===== src/rtl/bus_arbiter.sv =====
// Round-robin arbiter for the 8-master shared system bus. It adds a one-cycle turnaround between owners
// and a hold-time watchdog. o_grant drives the one-hot select of the bus data mux.
module bus_arbiter #(
  parameter int N_MASTERS = 8,
  parameter int TIMEOUT   = 256,
  parameter int CNT_W     = 16
) (
  input  logic                         i_clk,
  input  logic                         i_rst,
  input  logic [N_MASTERS-1:0]         i_req,
  output logic [N_MASTERS-1:0]         o_grant,
  output logic [$clog2(N_MASTERS)-1:0] o_grant_id,
  output logic                         o_busy,
  output logic                         o_timeout
);

  localparam int              ID_W     = $clog2(N_MASTERS);
  localparam logic            WDOG_EN  = (TIMEOUT > 0);
  localparam logic [CNT_W-1:0] CNT_ZERO = {CNT_W{1'b0}};
  localparam logic [CNT_W-1:0] CNT_ONE  = {{(CNT_W-1){1'b0}}, 1'b1};
  localparam logic [CNT_W-1:0] CNT_MAX  = {CNT_W{1'b1}};
  localparam logic [CNT_W-1:0] CNT_LAST = (TIMEOUT > 0) ? CNT_W'(TIMEOUT - 1) : {CNT_W{1'b0}};
  localparam logic [ID_W-1:0]  ID_ZERO  = {ID_W{1'b0}};
  localparam logic [ID_W-1:0]  ID_LAST  = ID_W'(N_MASTERS - 1);
  localparam logic [N_MASTERS-1:0] GRANT_ZERO = {N_MASTERS{1'b0}};

  typedef enum logic [1:0] {
    ST_IDLE    = 2'd0,
    ST_GRANT   = 2'd1,
    ST_RELEASE = 2'd2
  } state_t;

  state_t               r_state;
  logic [N_MASTERS-1:0] r_grant;
  logic [ID_W-1:0]      r_grant_id;
  logic                 r_busy;
  logic                 r_timeout;
  logic [CNT_W-1:0]     r_cnt;
  logic [ID_W-1:0]      r_last;

  state_t               w_state_nxt;
  logic [N_MASTERS-1:0] w_grant_nxt;
  logic [ID_W-1:0]      w_grant_id_nxt;
  logic                 w_busy_nxt;
  logic                 w_timeout_nxt;
  logic [CNT_W-1:0]     w_cnt_nxt;
  logic [ID_W-1:0]      w_last_nxt;

  logic                 w_found;
  logic [ID_W-1:0]      w_winner;
  logic [ID_W-1:0]      w_idx;
  logic                 w_owner_req;

  // Binary index to one-hot mux select; the result can never have more than one bit set.
  function automatic logic [N_MASTERS-1:0] f_decode(input logic [ID_W-1:0] idx);
    logic [N_MASTERS-1:0] v_sel;
    v_sel = GRANT_ZERO;
    for (int i = 0; i < N_MASTERS; i++) begin
      if (idx == ID_W'(i)) begin
        v_sel[i] = 1'b1;
      end else begin
        v_sel[i] = 1'b0;
      end
    end
    return v_sel;
  endfunction

  // Rotating search: first requester after the previous winner, wrapping modulo N_MASTERS.
  always_comb begin
    w_found  = 1'b0;
    w_winner = ID_ZERO;
    w_idx    = ID_ZERO;
    for (int k = 1; k <= N_MASTERS; k++) begin
      w_idx = ID_W'((int'(r_last) + k) % N_MASTERS);
      if (!w_found && i_req[w_idx]) begin
        w_found  = 1'b1;
        w_winner = w_idx;
      end else begin
        w_found  = w_found;
      end
    end
  end

  assign w_owner_req = i_req[r_grant_id];

  // Next-state and next-output logic.
  always_comb begin
    w_state_nxt    = r_state;
    w_grant_nxt    = r_grant;
    w_grant_id_nxt = r_grant_id;
    w_timeout_nxt  = 1'b0;
    w_cnt_nxt      = r_cnt;
    w_last_nxt     = r_last;
    case (r_state)
      ST_IDLE, ST_RELEASE: begin
        if (w_found) begin
          w_state_nxt    = ST_GRANT;
          w_grant_nxt    = f_decode(w_winner);
          w_grant_id_nxt = w_winner;
          w_last_nxt     = w_winner;
          w_cnt_nxt      = CNT_ZERO;
        end else begin
          w_state_nxt    = ST_IDLE;
          w_grant_nxt    = GRANT_ZERO;
          w_grant_id_nxt = ID_ZERO;
        end
      end
      ST_GRANT: begin
        if (!w_owner_req) begin
          w_state_nxt    = ST_RELEASE;
          w_grant_nxt    = GRANT_ZERO;
          w_grant_id_nxt = ID_ZERO;
        end else if (WDOG_EN && (r_cnt == CNT_LAST)) begin
          // r_last already names the revoked owner, so it ranks last next round.
          w_state_nxt    = ST_RELEASE;
          w_grant_nxt    = GRANT_ZERO;
          w_grant_id_nxt = ID_ZERO;
          w_timeout_nxt  = 1'b1;
        end else if (r_cnt != CNT_MAX) begin
          w_cnt_nxt      = r_cnt + CNT_ONE;
        end else begin
          w_cnt_nxt      = r_cnt;
        end
      end
      default: begin
        w_state_nxt    = ST_IDLE;
        w_grant_nxt    = GRANT_ZERO;
        w_grant_id_nxt = ID_ZERO;
        w_cnt_nxt      = CNT_ZERO;
        w_last_nxt     = ID_LAST;
      end
    endcase
    w_busy_nxt = |w_grant_nxt;
  end

  // State and registered outputs.
  always_ff @(posedge i_clk) begin
    if (i_rst) begin
      r_state    <= ST_IDLE;
      r_grant    <= GRANT_ZERO;
      r_grant_id <= ID_ZERO;
      r_busy     <= 1'b0;
      r_timeout  <= 1'b0;
      r_cnt      <= CNT_ZERO;
      r_last     <= ID_LAST;
    end else begin
      r_state    <= w_state_nxt;
      r_grant    <= w_grant_nxt;
      r_grant_id <= w_grant_id_nxt;
      r_busy     <= w_busy_nxt;
      r_timeout  <= w_timeout_nxt;
      r_cnt      <= w_cnt_nxt;
      r_last     <= w_last_nxt;
    end
  end

  assign o_grant    = r_grant;
  assign o_grant_id = r_grant_id;
  assign o_busy     = r_busy;
  assign o_timeout  = r_timeout;

endmodule


===== config.mk =====
export PLATFORM = sky130hd
export DESIGN_NAME = bus_arbiter
export DESIGN_NICKNAME = d
export VERILOG_FILES = /design/src/rtl/bus_arbiter.sv
export SDC_FILE = /design/constraint.sdc
export NUM_CORES = 1
export LEC_CHECK = 0
export CAP_MARGIN = 30
export CORE_MARGIN = 10
export CORE_UTILIZATION = 37
export CTS_BUF_LIST = sky130_fd_sc_hd__clkbuf_4 sky130_fd_sc_hd__clkbuf_8
export CTS_CLUSTER_SIZE = 12
export DETAILED_ROUTE_END_ITERATION = 12
export PLACE_DENSITY_LB_ADDON = 0.05
export SLEW_MARGIN = 25
export SYNTH_ARGS = -nofsm -noshare
export SYNTH_HDL_FRONTEND = slang
export SYNTH_SLANG_ARGS = --single-unit

===== constraint.sdc =====
create_clock -name i_clk -period 4.4 [get_ports i_clk]
set_input_delay 1.1 -clock i_clk [delete_from_list [all_inputs] [get_ports i_clk]]
set_output_delay 1.1 -clock i_clk [all_outputs]
set_load 0.005 [all_outputs]

# ---- Word-level counts from Yosys, hierarchy flattened
# Cells that the tools add are included.
dict set report classes {
  n_reduce_logical 21
  eq_ne 16
  add_sub_neg 9
  n_bitwise 2
  order_cmp 9
  n_mux 62
}
# operator count
set op_table {}
lappend op_table {{two-way mux 16 bit} 4}
lappend op_table {{less-than comparator 3 x 4 -> 1 bit (second input constant)} 9}
lappend op_table {{two-way mux 3 bit} 12}
lappend op_table {{one-hot mux 16 bit (2 select lines)} 1}
lappend op_table {{binary-select mux 1 bit (select 3 bit)} 9}
lappend op_table {{two-way mux 1 bit} 27}
lappend op_table {{two-way mux 8 bit} 3}
lappend op_table {{adder 16 x 1 -> 16 bit (second input constant)} 1}
lappend op_table {{equality test 16 x 8 -> 1 bit (second input constant)} 1}
lappend op_table {{!= test 16 bit (second input constant)} 1}
lappend op_table {{one-hot mux 8 bit (2 select lines)} 1}
lappend op_table {{adder 3 bit (second input constant)} 4}
lappend op_table {{equality test 3 bit (second input constant)} 4}
lappend op_table {{one-hot mux 3 bit (2 select lines)} 2}
lappend op_table {{!= test 2 bit (second input constant)} 4}
lappend op_table {{OR reduction 8 bit} 1}
lappend op_table {{logical AND 1 bit} 7}
lappend op_table {{zero test 1 bit} 7}
lappend op_table {{adder 3 x 1 -> 3 bit (second input constant)} 2}
lappend op_table {{adder 3 x 2 -> 3 bit (second input constant)} 2}
lappend op_table {{equality test 3 x 2 -> 1 bit (second input constant)} 2}
lappend op_table {{two-way mux 2 bit} 2}
lappend op_table {{one-hot mux 2 bit (2 select lines)} 1}
lappend op_table {{AND reduction 4 bit} 1}
lappend op_table {{other kinds (10)} 11}
dict set report word_totals {
  output_inout_bits 13
  word_cells 126
  ff_bits 34
  inputBits 10
}

# ---- Longest topological paths before layout
dict set report logic_depth {
  depth_word 30
  mapped_depth 14
  mapped_depth_nobuf 10
}

# ---- Least setup slack after synthesis
# OpenSTA, ideal clock, no wires.
dict set report synth_path {
  path_type {reg2reg}
  from {register r_last[1]}
  to {register r_cnt[5]}
  slack_ns 0.862
  path_buffers 4
  setup_ns 0.117
  t_arrival_ns 3.421
  path_stages_with_launch 15
  required_time_ns 4.283
  period_less_slack_ns 3.538
  path_cell_list {dfxtp_1 -> buf_6 -> clkbuf_1 -> inv_1 -> ha_1 -> buf_2 -> buf_4 -> mux4_2 -> or4_4 -> o41ai_4 -> o211ai_4 -> nor2b_4 -> and3_4 -> xnor2_2 -> nor2_1}
}
dict set report synth_via {
  elab_chain_len 27
  elab_cells_between_ends 48
  cone_classes {8 x add/sub; 1 x eq/ne; 24 x mux; 15 x reduce/logical}
}
# item line
set synth_lines {}
lappend synth_lines {{from (decl)} 39} ;# logic [ID_W-1:0] r_last;
lappend synth_lines {{from (signal assigned)} 153} ;# r_last <= w_last_nxt;
lappend synth_lines {{adder 3 x 1 -> 3 bit} 74} ;# w_idx = ID_W'((int'(r_last) + k) % N_MASTERS);
lappend synth_lines {{binary-select mux 1 bit (select 3 bit)} 75} ;# if (!w_found && i_req[w_idx]) begin
lappend synth_lines {{two-way mux 1 bit (not written as such)} 75}
lappend synth_lines {{two-way mux 1 bit} 75}
lappend synth_lines {{zero test 1 bit} 75}
lappend synth_lines {{logical AND 1 bit} 75}
lappend synth_lines {{two-way mux 1 bit} 75}
lappend synth_lines {{zero test 1 bit} 75}
lappend synth_lines {{[... 11 more ...]} n/a}
lappend synth_lines {{zero test 1 bit} 75}
lappend synth_lines {{logical AND 1 bit} 75}
lappend synth_lines {{two-way mux 1 bit} 75}
lappend synth_lines {{zero test 1 bit} 75}
lappend synth_lines {{logical AND 1 bit} 75}
lappend synth_lines {{two-way mux 1 bit (*)} 75}
lappend synth_lines {{!= test 2 bit (no line) (*)} n/a}
lappend synth_lines {{AND reduction 4 bit (no line) (*)} n/a}
lappend synth_lines {{to (signal assigned)} 152} ;# r_cnt <= w_cnt_nxt;
lappend synth_lines {{to (decl)} 38} ;# logic [CNT_W-1:0] r_cnt;
# Every way passes the cells marked *; elsewhere a longest branch is shown, timed or not. The select of a mux whose other input is x is not followed.
# A chain may end at the register's enable or synchronous reset.

# ---- Worst setup path after layout
dict set report layout_path {
  from {input port i_req[4]}
  to {register r_cnt[9]}
}
dict set report layout_via {
  elab_chain_len 26
  elab_cells_between_ends 43
  cone_classes {2 x eq/ne; 26 x mux; 15 x reduce/logical}
}
# item line
set layout_lines {}
lappend layout_lines {{from (decl)} 10} ;# input logic [N_MASTERS-1:0] i_req,
lappend layout_lines {{binary-select mux 1 bit (select 3 bit)} 75}
lappend layout_lines {{two-way mux 1 bit (not written as such)} 75}
lappend layout_lines {{two-way mux 1 bit} 75}
lappend layout_lines {{zero test 1 bit} 75}
lappend layout_lines {{logical AND 1 bit} 75}
lappend layout_lines {{two-way mux 1 bit} 75}
lappend layout_lines {{zero test 1 bit} 75}
lappend layout_lines {{logical AND 1 bit} 75}
lappend layout_lines {{[... 10 more ...]} n/a}
lappend layout_lines {{zero test 1 bit} 75}
lappend layout_lines {{logical AND 1 bit} 75}
lappend layout_lines {{two-way mux 1 bit} 75}
lappend layout_lines {{zero test 1 bit} 75}
lappend layout_lines {{logical AND 1 bit} 75}
lappend layout_lines {{two-way mux 1 bit} 75}
lappend layout_lines {{!= test 2 bit (no line)} n/a}
lappend layout_lines {{AND reduction 4 bit (no line) (*)} n/a}
# Marks and branches as above.

==> metrics <==
run status finished clean; Slew Viols, Final 0; cell taking the most area after synthesis dfxtp_1; Req. time, crit path 4.57 ns; Finish-stage setup viols 0; DR vias/cell about 5.6; CTS HTree Levels 2; Fmax between 200 and 300 MHz; GRT met2 Usage 0.193; Boundary Pins 23; clock tree buffer depth 2; setup TNS 0 ns; Post-synth top cells dfxtp_1 (34), nor2_1 (32), nand2_1 (31); largest net degree at the start of global routing 19; top cell type's share of synthesized area 0.252; Arr. time, crit path roughly 4.0 ns; Post-synth EDFFs 0; Mapped Cells between 200 and 300; Syn. warnings 0; count leader, synth dfxtp_1; Post-CTS Setup Bufs 0; Worst R2R Start r_last[1]; hold-fix buffer count after cts 0; routed len/inst about 17 um; R2R Setup Slk 0.84 ns; crit-path cells clkdlybuf4s50_1, mux4_2, or4_4, o41ai_4, o211ai_4, nor3b_1, nand4_1, xor2_1, nor2_1; total global-route track usage 0.126; Adder-Cell Fraction of Synth Area 0.0139; grt met3 use 0.0292; detailed placement HPWL roughly 5300 um; GRT overflow 0; CP startpoint i_req[4]; Sequential Area a little under 700 um2; final core occ 0.434; largest family of logic cells by synthesized area simple AND/OR/NAND/NOR gates; Post-DRT Antenna Nets 0; global route hottest layer met2; drt pass-1 iters 5; Area contributors post-synth dfxtp_1 (25%), mux4_2 (14%), mux2i_1 (5.2%); CP Max Fanout 12; Synth Area in XOR/XNOR 0.0639; critical path buffer and inverter count 1; Fin Hold WS about 0.47 ns; CP Capture Type flip-flop; TritonCTS clock tree built; ANT cells 0; Final min period between 3 and 4 ns; starting DRC count in detailed routing 181; clock latency at the later pin of the worst-skew pair 0.28 ns; Final Hold Vio Count 0; final setup margin approximately 0.55 ns; area of the multi-input gates 1870 um2; VDD IR-drop max ~0.21 mV; initial antenna violation count 0; layout cells sized above 1 0.179; I/O Buffers 22; leakage about 1.1 nW; chip width about 110 um; # fillers 709; Die ar. between 10,000 and 15,000 um2; Critical Path Start Type input port; Core Area 7180 um2; post-synthesis compound-gate area fraction 0.178; RSZ-0062 raised after global routing false; fin nets roughly 330; hold path start o_grant[5]; met1 Use GR 0.178; Setup WS pre-CTS 0.257 ns; Max-Cap Viols 0; Slowest-stage cell, CP clkdlybuf4s50_1; Vias 2,321; first-pass GRT wire length 11,700 um; Post-Syn Nets 308; clock skew approximately 0.0075 ns; Post-Synth Simple-Gate Area 0.235; post-synth design cell area 2700 um2; Post-Syn Area per Cell 9.16 um2; TritonCTS Sinks 34; top_reg_cell synth dfxtp_1; async set-reset flop share out of synthesis 0; period utilization 0.875; CP Class in -> reg; Seq cells post-synth 34; Seq/Total Area, Yosys 0.252; Tot Pwr 2.02 mW; Worst Tran Pin Value 0.670 ns; row count 31; cts bufs inserted 5; die span in y about 110 um; Post-CTS Resized 0; Area Growth Syn to Fin 15.3%; DRC 0; number of global-route vias before repair 2,195; hold crit path type reg -> reg; Max-slew headroom 0.552; final wirelength roughly 7000 um; Power Density 649 nW/um2; Worst-path clk slew 0.07 ns; gpl congestion between 0.8 and 0.9; multiplexer area fraction after synthesis 0.202; CP peak stage delay 0.61 ns; Root Driver clkbuf_8; Cell variety after synth 63; Worst path top cell family by delay simple AND/OR/NAND/NOR gates; Initial Utilization 0.376
==> power by group <==
part           switching [mW]  internal, mW  total, mW
Combinational           0.710         0.594       1.30
Sequential             0.0623         0.363      0.425
Clock                   0.112         0.181      0.293
==> tightest hold or removal path, cell delays in order, from the launching register on <==
cell     delay, ns
dfxtp_1       0.33
nand2_1       0.05
o21ai_1       0.05
==> layer usage <==
metal  vias to the layer above  part of all wire
met5                         -                 0
met4                         0            0.0053
met3                         6             0.047
met2                        45              0.46
met1                      1135              0.49
li1                       1135                 -
==> path summary, 6_finish.rpt <==
check                     to  cells past startpoint
hold reg to reg   o_grant[5]                      2
setup reg to reg    r_cnt[9]                     11
hold / removal    o_grant[5]                      2
setup / recovery    r_cnt[9]                      9
==> sequential cells by signal, summed over array words and instances, names as in the netlist <==
register    count
r_cnt          16
o_grant         8
o_grant_id      3
r_last          3
r_state         2
o_busy          1
o_timeout       1
==> metrics by stage <==
step | area [um2] | cells
floorplan | 2700 | 295
global placement | 3000 | 405
detailed placement | 3000 | 405
CTS | 3120 | 412
global route | 3120 | 412
finish | 3120 | 412
==> placed cells by master (no fill, tap or decap), types with 4 or more instances in the layout <==
cell type | synthesis | layout
a21oi_1 | 11 | 11
a221oi_1 | 5 | 5
a32o_1 | 4 | 4
and3_1 | 5 | 5
buf_4 | 1 | 9
clkbuf_8 | 0 | 6
clkdlybuf4s50_1 | 0 | 22
dfxtp_1 | 34 | 34
inv_1 | 9 | 9
mux2i_1 | 14 | 14
mux4_2 | 17 | 17
nand2_1 | 31 | 31
nand2b_1 | 8 | 8
nand3_1 | 9 | 9
nand3b_1 | 4 | 4
nor2_1 | 32 | 32
nor3_1 | 4 | 4
nor4_1 | 4 | 4
o21ai_0 | 7 | 7
xnor2_1 | 8 | 8
xor2_1 | 8 | 8
==> final cells by class <==
class,instances,area share
clock buffer,6,0.0265
timing repair buffer,31,0.0924
inverter,10,0.0120
clock inverter,1,0.00964
sequential,34,0.218
tap,99,0.0398
multi-input combinational,231,0.601
==> cell families (layout without fill, tap and decap cells) <==
group / Yosys count / in the layout
multiplexers: 33 / 33
XOR/XNOR: 18 / 18
adder cells (fa/ha/maj): 3 / 3
buffers and inverters: 30 / 48
flip-flops: 34 / 34
AND/OR/NAND/NOR: 121 / 121
AO/OA/AOI/OAI: 56 / 56
(Power assumes the default switching activity.)
